[src/rtl/controle_reproducao.sv]
`default_nettype none
// ============================================================================
// Module      : controle_reproducao
// Description : Playback controller for a multi-track audio player.
//               Handles play/pause, manual next/previous track selection and
//               automatic advance at end of track, and generates the sample
//               advance pulse (count) for the external address counter.
// Revision    : 1.0 - initial release
// ----------------------------------------------------------------------------
// Parameters
//   CLK_HZ     : system clock frequency in Hz
//   SAMPLE_HZ  : address advance rate in Hz (DIV = CLK_HZ/SAMPLE_HZ, >= 2)
//   N_MUSICAS  : number of tracks in the playlist
// Ports
//   clk            in   system clock, all logic on rising edge
//   reset          in   synchronous active-high reset
//   play_pause     in   play/pause button level (synchronised, debounced)
//   proxima        in   next-track button level
//   anterior       in   previous-track button level
//   prox_musica    in   end-of-track flag from the address counter
//   count          out  one-cycle advance pulse to the address counter
//   reset_endereco out  one-cycle address counter restart pulse
//   musica_atual   out  current track index (upper address bits)
//   tocando        out  high while playing
// Configuration macro
//   REPETE_PLAYLIST_EN : when defined, end of the last track loops back to
//                        track 0 and keeps playing; otherwise playback stops.
// ============================================================================
module controle_reproducao #(
  parameter int CLK_HZ    = 50_000_000,
  parameter int SAMPLE_HZ = 3000,
  parameter int N_MUSICAS = 4,
  localparam int W        = (N_MUSICAS > 1) ? $clog2(N_MUSICAS) : 1
) (
  input  logic         clk,
  input  logic         reset,
  input  logic         play_pause,
  input  logic         proxima,
  input  logic         anterior,
  input  logic         prox_musica,
  output logic         count,
  output logic         reset_endereco,
  output logic [W-1:0] musica_atual,
  output logic         tocando
);

  localparam int             DIV      = CLK_HZ / SAMPLE_HZ;
  localparam int             DW       = (DIV > 1) ? $clog2(DIV) : 1;
  localparam logic [DW-1:0]  DIV_LAST = DW'(DIV - 1);
  localparam logic [W-1:0]   LAST     = W'(N_MUSICAS - 1);

  typedef enum logic [1:0] {
    PARADO  = 2'd0,
    TOCANDO = 2'd1,
    PAUSADO = 2'd2,
    TROCA   = 2'd3
  } state_t;

  state_t          state, state_nxt;
  state_t          ret_state, ret_nxt;
  logic [W-1:0]    musica_nxt;
  logic [DW-1:0]   div_cnt, div_nxt;
  logic            pp_prev, prox_prev, ant_prev;
  logic            pp_press, prox_press, ant_press;

  assign pp_press   = play_pause & ~pp_prev;
  assign prox_press = proxima    & ~prox_prev;
  assign ant_press  = anterior   & ~ant_prev;

  always_comb begin
    state_nxt  = state;
    ret_nxt    = ret_state;
    musica_nxt = musica_atual;

    // Divider advances only while playing, is frozen while paused and is
    // cleared in every other state.
    case (state)
      TOCANDO: div_nxt = (div_cnt == DIV_LAST) ? '0 : div_cnt + 1'b1;
      PAUSADO: div_nxt = div_cnt;
      default: div_nxt = '0;
    endcase

    if (state == TROCA) begin
      // Track change in progress: every input is ignored this cycle.
      state_nxt = ret_state;
    end else if (prox_press ^ ant_press) begin
      // Exactly one of next/previous; both together cancel each other and
      // fall through to the lower-priority events.
      ret_nxt   = state;
      state_nxt = TROCA;
      if (prox_press)
        musica_nxt = (musica_atual == LAST) ? '0 : musica_atual + 1'b1;
      else
        musica_nxt = (musica_atual == '0) ? LAST : musica_atual - 1'b1;
    end else if (prox_musica && (state == TOCANDO)) begin
      state_nxt = TROCA;
      if (musica_atual != LAST) begin
        musica_nxt = musica_atual + 1'b1;
        ret_nxt    = TOCANDO;
      end else begin
        musica_nxt = '0;
`ifdef REPETE_PLAYLIST_EN
        ret_nxt    = TOCANDO;
`else
        ret_nxt    = PARADO;
`endif
      end
    end else if (pp_press) begin
      case (state)
        PARADO:  state_nxt = TOCANDO;
        TOCANDO: state_nxt = PAUSADO;
        PAUSADO: state_nxt = TOCANDO;
        default: state_nxt = state;
      endcase
    end
  end

  // Outputs are derived from the next-state values so that they line up with
  // the state they describe: count is high exactly in the playing cycle in
  // which the divider sits at DIV-1.
  always_ff @(posedge clk) begin
    if (reset) begin
      state          <= PARADO;
      ret_state      <= PARADO;
      musica_atual   <= '0;
      div_cnt        <= '0;
      pp_prev        <= 1'b0;
      prox_prev      <= 1'b0;
      ant_prev       <= 1'b0;
      count          <= 1'b0;
      tocando        <= 1'b0;
      reset_endereco <= 1'b1;
    end else begin
      state          <= state_nxt;
      ret_state      <= ret_nxt;
      musica_atual   <= musica_nxt;
      div_cnt        <= div_nxt;
      pp_prev        <= play_pause;
      prox_prev      <= proxima;
      ant_prev       <= anterior;
      count          <= (state_nxt == TOCANDO) && (div_nxt == DIV_LAST);
      tocando        <= (state_nxt == TOCANDO);
      reset_endereco <= (state_nxt == TROCA);
    end
  end

endmodule
`default_nettype wire
[config.mk]
export PLATFORM = sky130hd
export DESIGN_NAME = controle_reproducao
export DESIGN_NICKNAME = d
export VERILOG_FILES = /design/src/rtl/controle_reproducao.sv
export SDC_FILE = /design/constraint.sdc
export NUM_CORES = 1
export LEC_CHECK = 0
export CORE_UTILIZATION = 50
export CTS_BUF_LIST = sky130_fd_sc_hd__clkbuf_16
export CTS_CLUSTER_DIAMETER = 120
export DETAILED_ROUTE_END_ITERATION = 6
export GPL_ROUTABILITY_DRIVEN = 0
export PLACE_DENSITY = 0.67
export SLEW_MARGIN = 20
export SYNTH_ARGS = -nofsm -noshare
export SYNTH_HDL_FRONTEND = slang
export SYNTH_SLANG_ARGS = --single-unit
[constraint.sdc]
create_clock -name clk -period 5.7 [get_ports clk]
set_input_delay 0.855 -clock clk [delete_from_list [all_inputs] [get_ports clk]]
set_output_delay 0.855 -clock clk [all_outputs]
set_load 0.05 [all_outputs]
Word-level counts from Yosys, hierarchy flattened
Cells that the tools add are included.
{ "word_totals": {"register_bits": 27, "inputBits": 6, "output_inout_bits": 5} }
{ "op_classes": {"addsub": 3, "eq_ne": 9, "muxes": 16, "bitwise_logic": 8, "n_reduce_logical": 7} }
{ "ops": {"columns": ["op", "count"], "rows": [
  ["$eq 15x15->1 const B", 2],
  ["$pmux 15 s2", 1],
  ["$mux 2", 12],
  ["$add 15x1->15 const B", 1],
  ["$mux 15", 1],
  ["$eq 2x2->1 const B", 4],
  ["$eq 2x1->1 const B", 2],
  ["$logic_not 2->1", 2],
  ["$not 1->1", 4],
  ["$pmux 2 s2", 1],
  ["$and 1x1->1", 3],
  ["$add 2x1->2 const B", 1],
  ["$logic_and 1x1->1", 2],
  ["$ne 2x2->1 const B", 1],
  ["$reduce_and 2->1", 1],
  ["$reduce_bool 2->1", 1],
  ["$reduce_or 2->1", 1],
  ["$sub 2x1->2 const B", 1],
  ["$mux 1", 1],
  ["$xor 1x1->1", 1]
]} }

Longest topological paths before layout
Gate-level depths: netlist of the first run.
{ "logic_depth": {"ltp_word": 9, "ltp_mapped": 9} }

Worst setup path before layout of the first run
OpenSTA, ideal clock, no wires.
{ "synth_path": {"path_type": "input port to flip-flop", "start": "input proxima", "end": "register count", "setup_time_ps": 87, "t_arrival_ps": 2303, "required_ps": 5613, "path_slack_ps": 3309, "cell_stages": 6, "cell_sequence": "nor2b_1 > xnor2_1 > o41a_1 > a2111oi_2 > nand4_1 > nor4b_2"} }
{ "synth_via": {"elab_chain_cells": 6} }
{ "synth_lines": {"columns": ["item", "line_no", "text"], "rows": [
  ["start, declared", "38", "input logic proxima,"],
  ["$and 1x1->1", "67", "assign prox_press = proxima & ~prox_prev;"],
  ["$xor 1x1->1", "86", "end else if (prox_press ^ ant_press) begin"],
  ["$mux 2", "86", null],
  ["$mux 2", "83", "if (state == TROCA) begin"],
  ["$eq 2x1->1", "141", "count <= (state_nxt == TOCANDO) && (div_nxt == DIV_LAST);"],
  ["$logic_and 1x1->1", "141", null],
  ["end signal, assigned", "141", null],
  ["end, declared", "41", "output logic count,"]
]} }
No other way between the ends.
A chain may end at the register's enable or synchronous reset.

Worst setup path in the final report of the first run
{ "layout_path": {"start": "register div_cnt[5]", "end": "register count"} }
{ "layout_via": {"elab_chain_cells": 5, "elab_cells_between_ends": 6} }
{ "layout_lines": {"columns": ["item", "line_no", "text"], "rows": [
  ["start, declared", "62", "logic [DW-1:0] div_cnt, div_nxt;"],
  ["start signal, assigned", "137", "div_cnt <= div_nxt;"],
  ["$add 15x1->15 / $eq 15x15->1 (equally long branches)", "78", "TOCANDO: div_nxt = (div_cnt == DIV_LAST) ? '0 : div_cnt + 1'b1;"],
  ["$mux 15", "78", null],
  ["$pmux 15 s2 *", "77", "case (state)"],
  ["$eq 15x15->1 *", "141", null],
  ["$logic_and 1x1->1 *", "141", null]
]} }
Mark *: on every way between the ends. The rest lies on a longest branch, timed or not.

==> results of run 1 <==
==> worst max path at each step <==
stage,startpoint,to,slack (ns),depth (start not counted)
finish,div_cnt[5]$_SDFF_PP0_,count$_SDFF_PP0_,2.75,7
global route,div_cnt[5]$_SDFF_PP0_,count$_SDFF_PP0_,2.59,7
detailed placement,proxima,count$_SDFF_PP0_,2.68,7
CTS,div_cnt[5]$_SDFF_PP0_,count$_SDFF_PP0_,2.77,7
floorplan,proxima,count$_SDFF_PP0_,3.31,6
global placement,proxima,count$_SDFF_PP0_,2.72,7
==> report_power, final <==
| group | total (uW) | switching (uW) | internal [uW] |
|---|---|---|---|
| clock | 169 | 71.9 | 97.2 |
| sequential | 210 | 9.65 | 200 |
| combinational | 141 | 88.7 | 51.9 |
| total | 520 | 170 | 350 |
==> synth_stat cells (2+ instances only) <==
library cell   n
a21oi_1       21
ha_1           8
and3_2         2
inv_1          8
nor2b_1        8
o21ai_0       11
nor3_1         6
dfxtp_1       27
nand2_1       17
nand2b_1       2
o22ai_1        2
buf_6          2
nand3b_1       3
buf_2          3
a21o_1         2
mux2i_1        3
o31ai_1        2
nor4_1         8
nand4_1        4
o41a_1         2
clkbuf_1       8
or3_1          3
a211oi_1       2
a311oi_1       2
a31oi_1        3
xnor2_1        3
nand3_1        8
nor2_1        20
==> per-stage QoR <==
step / setup WS, ns / util / cells / instance area [um2]
6_report: 2.75 / 0.594 / 258 / 1870
5_1_grt: 2.59 / 0.594 / 258 / 1870
4_1_cts: 2.77 / 0.594 / 258 / 1870
3_5_place_dp: 2.68 / 0.567 / 254 / 1790
3_3_place_gp: 2.72 / 0.567 / 254 / 1790
2_1_floorplan: 3.31 / - / 214 / 1700
==> worst max-delay path: cells and delay by family (launching register included) <==
kind | cells | cell delay (ns)
buffers and inverters | 1 | 0.31
DFF | 1 | 0.43
AOI/OAI and AO/OA | 2 | 1.07
and+or+nand+nor | 4 | 1.05
==> state kept, by name, indices dropped and copies added, names as in the netlist <==
signal	cells
div_cnt	15
musica_atual	2
ret_state	2
state	2
ant_prev	1
count	1
pp_prev	1
prox_prev	1
reset_endereco	1
tocando	1
==> kinds of logic (layout without fill, tap and decap cells) <==
| kind of cell | after synthesis | after routing | synth area share |
|---|---|---|---|
| adders and majority gates | 8 | 8 | 0.0587 |
| muxes | 3 | 3 | 0.0176 |
| DFF | 27 | 27 | 0.317 |
| AOI/OAI and AO/OA | 56 | 56 | 0.220 |
| buffers and inverters | 23 | 23 | 0.0639 |
| xor gates and xnor gates | 4 | 4 | 0.0206 |
| and+or+nand+nor | 93 | 93 | 0.302 |
==> per-layer routing <==
layer,up-vias,share of wire,global-route usage
met2,37,0.52,0.422
met5,-,0,0
li1,784,-,-
met3,4,0.036,0.0469
met1,736,0.43,0.284
met4,0,0.0060,0.0698
==> layout make-up <==
| cell class | count | share of cell area |
|---|---|---|
| clock inverter | 1 | 0.00468 |
| clock buffer | 3 | 0.0401 |
| sequential | 27 | 0.289 |
| tap | 44 | 0.0294 |
| inverter | 8 | 0.0160 |
| multi-input combinational | 164 | 0.564 |
| timing repair buffer | 11 | 0.0575 |
==> qor.csv, run 1 <==
stage,metric,value,unit
status,status,completed,
clocking,cts_tree,done,
clocking,cts_max_level,1,
die,placementRows,20,
global_routing,antenna_found_initial,0,
hold_path,holdCritPathClass,reg2reg,
timing,setup_viol_count_final,0,
synthesis,synthArstFlopShare,0,
worst_setup_path,critical_path.max_fanout,12,
timing,fin_hold_ws,0.490,ns
detailed_routing,vias,1561,
clocking,clk-insertion-delay-late,0.26,ns
placement,dp_hpwl,2780,um
die,initial_core_util,0.540,
die,die_h,60.4,um
synthesis,synth_area_leaders,"dfxtp_1, a21oi_1, ha_1, nor2_1, nand2_1",
worst_setup_path,timing.rr.start,div_cnt[5]$_SDFF_PP0_,
synthesis,syn_inst,214,
synthesis,ys_seq_area_frac,0.317,
synthesis,synth_cell_type_count,52,
worst_setup_path,crit_path_end_kind,flip-flop,
layout,syn2layout_area_growth,9.84,%
clocking,cts-resized-gates,0,
hold_path,min_to,ret_state[1]$_SDFFE_PP0P_,
power_and_ir_drop,powerDensity,278,nW/um2
synthesis,syn-cell-area,1700,um2
timing,finalClockSkew,0.00339,ns
worst_setup_path,r2r_slack,2.75,ns
clocking,clock_sinks,27,
detailed_routing,viasPerCell,6.05,
worst_setup_path,crit_top_cell,nand4_1,
detailed_routing,avgRoutedWirePerCell,14.9,um
timing,final.min_clock_period,2.95,ns
synthesis,synth_seq_cells,27,
power_and_ir_drop,p_leak,0.000634,uW
detailed_routing,drt_iter0_drc,118,
worst_setup_path,arrival,3.13,ns
clocking,ctsHoldBuffers,0,
timing,min_period_over_period,0.517,
detailed_routing,ant_nets,0,
detailed_routing,drc,0,
die,core-area,3150,um2
clocking,cts_buffers,3,
layout,diodes,0,
global_routing,grt_max_degree,18,
timing,finalSetupTns,0,ns
hold_path,worstHoldStart,ret_state[1]$_SDFFE_PP0P_,
timing,fmax,0.339,GHz
layout,seq_area,541,um2
power_and_ir_drop,finalPower,520,uW
worst_setup_path,path_cells,"or4b_4, o41ai_2, buf_4, nand4_1, a211oi_2, nand4_1, nor4b_2",
global_routing,grt_overflow,0,
placement,io_buffers,10,
worst_setup_path,reg2reg_depth,7,
worst_setup_path,required,5.88,ns
worst_setup_path,setup.worst_path.start_class,flip-flop,
die,pin_count,11,
layout,layout_common_cells,"dfxtp_1, a21oi_1, nor2_1",
synthesis,synth_edf_count,0,
detailed_routing,firstDrtPassIters,4,
timing,worst_pin_slew,0.822,ns
worst_setup_path,crit_slowest_cell,o41ai_2,
power_and_ir_drop,irDropWorstVdd,232,uV
synthesis,ys.flop_type,dfxtp_1,
worst_setup_path,crit_type,reg2reg,
timing,rsz0062_at_grt,false,
global_routing,grt_pass1_vias,1511,
clocking,clockBufferDepth,2,
synthesis,yosys.area.top_type_share,0.317,
detailed_routing,finalWirelength,3840,um
die,die_area,3650,um2
layout,multi_input_area,1050,um2
timing,slew_viol_final,0,
layout,layout_commonest_cell,dfxtp_1,
synthesis,ys_warn_count,0,
timing,final-hold-violation-count,0,
synthesis,avgSynthCellArea,7.96,um2
hold_path,whs_path_depth,2,
timing,slew-limit-headroom,0.446,
clocking,cts_root_buffer,clkbuf_16,
layout,drive_gt1_frac,0.0935,
clocking,cts_setup_buffers,0,
run,max-cap-violations,0,
die,die_w,60.4,um
synthesis,synth_fp_nets,228,
layout,nets,229,
global_routing,grt_pass1_wl,6580,um
layout,fill_cells,294,
clocking,cts.reportedPaths.clkPinSlew,0.07,ns
worst_setup_path,max_stage_delay,0.80,ns
worst_setup_path,r2r-end,count$_SDFF_PP0_,
synthesis,yosys.area.top_type,dfxtp_1,
global_routing,grt_use_total,0.236,
Power figures use the tool's default switching activity.
==> run 2: changes to the inputs <==
==> constraint.sdc (replaced) <==
create_clock -name clk -period 3.08 [get_ports clk]
set_input_delay 0.462 -clock clk [delete_from_list [all_inputs] [get_ports clk]]
set_output_delay 0.462 -clock clk [all_outputs]
set_load 0.05 [all_outputs]
==> qor.csv, run 2 (synthesis results as in run 1) <==
stage,metric,value,unit,change
placement,io_buffers,10,,unchanged
power_and_ir_drop,swShare,0.327,,was 0.328
worst_setup_path,path_cells,"or4b_4, o41ai_2, buf_4, nand4_1, a211oi_2, nand4_1, nor4b_2",,unchanged
detailed_routing,avgRoutedWirePerCell,15.5,um,was 14.9 um
detailed_routing,ant_nets,0,,unchanged
timing,worst_pin_slew,0.578,ns,was 0.822 ns
worst_setup_path,timing.rr.start,div_cnt[5]$_SDFF_PP0_,,unchanged
detailed_routing,drc,0,,unchanged
timing,final.min_clock_period,2.52,ns,was 2.95 ns
timing,finalSetupTns,0,ns,unchanged
layout,regMostFlops,div_cnt,,unchanged
detailed_routing,finalWirelength,4000,um,was 3840 um
layout,layout_common_cells,"dfxtp_1, a21oi_1, nor2_1",,unchanged
placement,dp_hpwl,2840,um,was 2780 um
timing,fmax,0.397,GHz,was 0.339 GHz
clocking,cts_tree,done,,unchanged
timing,slew_viol_final,0,,unchanged
die,placementRows,20,,unchanged
clocking,clock_sinks,27,,unchanged
power_and_ir_drop,p_sw,312,uW,was 170 uW
clocking,ctsHoldBuffers,0,,unchanged
layout,syn2layout_area_growth,9.99,%,was 9.84%
power_and_ir_drop,powerDensity,510,nW/um2,was 278 nW/um2
worst_setup_path,critical_path.max_fanout,12,,unchanged
worst_setup_path,crit_path_end_kind,flip-flop,,unchanged
detailed_routing,drt_iter0_drc,146,,was 118
die,die_h,60.4,um,unchanged
die,pin_count,11,,unchanged
clocking,cts-resized-gates,0,,unchanged
worst_setup_path,setup.worst_path.start_class,flip-flop,,unchanged
worst_setup_path,crit_top_cell,nand4_1,,unchanged
timing,finalWorstSetupSlack,0.562,ns,was 2.75 ns
global_routing,grt_pass1_wl,6410,um,was 6580 um
clocking,cts.reportedPaths.clkPinSlew,0.07,ns,about the same
timing,slew-limit-headroom,0.611,,was 0.446
hold_path,min_to,ret_state[1]$_SDFFE_PP0P_,,unchanged
worst_setup_path,cp_top_family,simple AND/OR/NAND/NOR gates,,was compound AO/OA/AOI/OAI gates
layout,diodes,0,,unchanged
placement,dp_slack,0.425,ns,was 2.68 ns
hold_path,holdCritPathClass,reg2reg,,unchanged
detailed_routing,viasPerCell,6.19,,was 6.05
clocking,cts_buffers,3,,unchanged
clocking,clockBufferDepth,2,,unchanged
worst_setup_path,r2r-end,count$_SDFF_PP0_,,unchanged
clocking,cts_root_buffer,clkbuf_16,,unchanged
worst_setup_path,r2r_slack,0.56,ns,was 2.75 ns
detailed_routing,firstDrtPassIters,4,,unchanged
global_routing,grt_overflow,0,,unchanged
hold_path,whs_path_depth,2,,unchanged
worst_setup_path,crit_slowest_cell,or4b_4,,was o41ai_2
layout,fill_cells,319,,was 294
layout,nets,230,,was 229
timing,finalClockSkew,0.00582,ns,was 0.00339 ns
status,status,completed,,unchanged
power_and_ir_drop,p_clk_frac,0.311,,was 0.325
worst_setup_path,required,3.26,ns,was 5.88 ns
clocking,cts_setup_buffers,0,,unchanged
die,die_area,3650,um2,unchanged
layout,largest_reg_flops,15,,unchanged
power_and_ir_drop,p_leak,0.000640,uW,was 0.000634 uW
worst_setup_path,max_stage_delay,0.57,ns,was 0.80 ns
timing,rsz0062_at_grt,false,,unchanged
clocking,cts_max_level,1,,unchanged
worst_setup_path,arrival,2.70,ns,was 3.13 ns
detailed_routing,vias,1602,,was 1561
power_and_ir_drop,p_seq_frac,0.407,,was 0.404
die,core-area,3150,um2,unchanged
global_routing,grt_max_degree,15,,was 18
global_routing,grt_pass1_vias,1397,,was 1511
die,die_w,60.4,um,unchanged
power_and_ir_drop,p_int,644,uW,was 350 uW
timing,setup_viol_count_final,0,,unchanged
power_and_ir_drop,comb_power_share,0.282,,was 0.271
worst_setup_path,crit_type,reg2reg,,unchanged
power_and_ir_drop,irDropWorstVdd,308,uV,was 232 uV
hold_path,worstHoldStart,ret_state[1]$_SDFFE_PP0P_,,unchanged
timing,final-hold-violation-count,0,,unchanged
layout,layout_commonest_cell,dfxtp_1,,unchanged
worst_setup_path,cp.buffers_inverters,1,,unchanged
worst_setup_path,reg2reg_depth,7,,unchanged
timing,min_period_over_period,0.818,,was 0.517
global_routing,antenna_found_initial,0,,unchanged
die,initial_core_util,0.540,,unchanged
run,max-cap-violations,0,,unchanged
layout,drive_gt1_frac,0.0930,,was 0.0935
global_routing,grt_use_total,0.241,,was 0.236
clocking,clk-insertion-delay-late,0.26,ns,about the same
run 2: worst max path at each step:
stage | from | depth (start not counted) | endpoint
2_1_floorplan | div_cnt[2]$_SDFF_PP0_ | 8 | count$_SDFF_PP0_
3_3_place_gp | proxima | 7 | count$_SDFF_PP0_
3_5_place_dp | proxima | 7 | count$_SDFF_PP0_
4_1_cts | div_cnt[5]$_SDFF_PP0_ | 7 | count$_SDFF_PP0_
5_1_grt | div_cnt[5]$_SDFF_PP0_ | 7 | count$_SDFF_PP0_
6_report | div_cnt[5]$_SDFF_PP0_ | 7 | count$_SDFF_PP0_
run 2: final cells by class:
cell class | count | area, um2 | share of cell area
clock buffer | 3 | 75.1 | 0.0401
clock inverter | 1 | 3.75 | 0.00200
inverter | 8 | 30.0 | 0.0160
multi-input combinational | 164 | 1050 | 0.563
sequential | 27 | 541 | 0.288
tap | 44 | 55.1 | 0.0294
timing repair buffer | 12 | 115 | 0.0614
run 2: worst min-delay path, stage by stage (launching register included):
cell and delay, ns:
dfxtp_1 0.30, o21ai_0 0.08, a21oi_1 0.07
run 2: stage by stage:
step / instance area, um2 / hold WS, ns / cells / total power (uW) / utilization
2_1_floorplan: 1700 / 0.444 / 214 / 598 / -
6_report: 1870 / 0.498 / 259 / 957 / 0.594
5_1_grt: 1870 / 0.522 / 259 / 1000 / 0.594
4_1_cts: 1870 / 0.502 / 259 / 960 / 0.594
3_3_place_gp: 1800 / 0.456 / 255 / 654 / 0.569
3_5_place_dp: 1800 / 0.492 / 255 / 664 / 0.569
run 2: power groups by stage:
stage / registers [uW] / clock network, uW / logic, uW
2_1_floorplan: 430 / 0 / 168
3_3_place_gp: 396 / 0 / 258
3_5_place_dp: 397 / 0 / 267
4_1_cts: 389 / 303 / 268
5_1_grt: 391 / 314 / 294
6_report: 389 / 297 / 270
run 2: metal layers:
metal	vias up	global-route usage	share of wire
li1	787	-	-
met1	737	0.298	0.43
met2	65	0.400	0.48
met3	13	0.0341	0.058
met4	0	0.140	0.039
met5	-	0	0
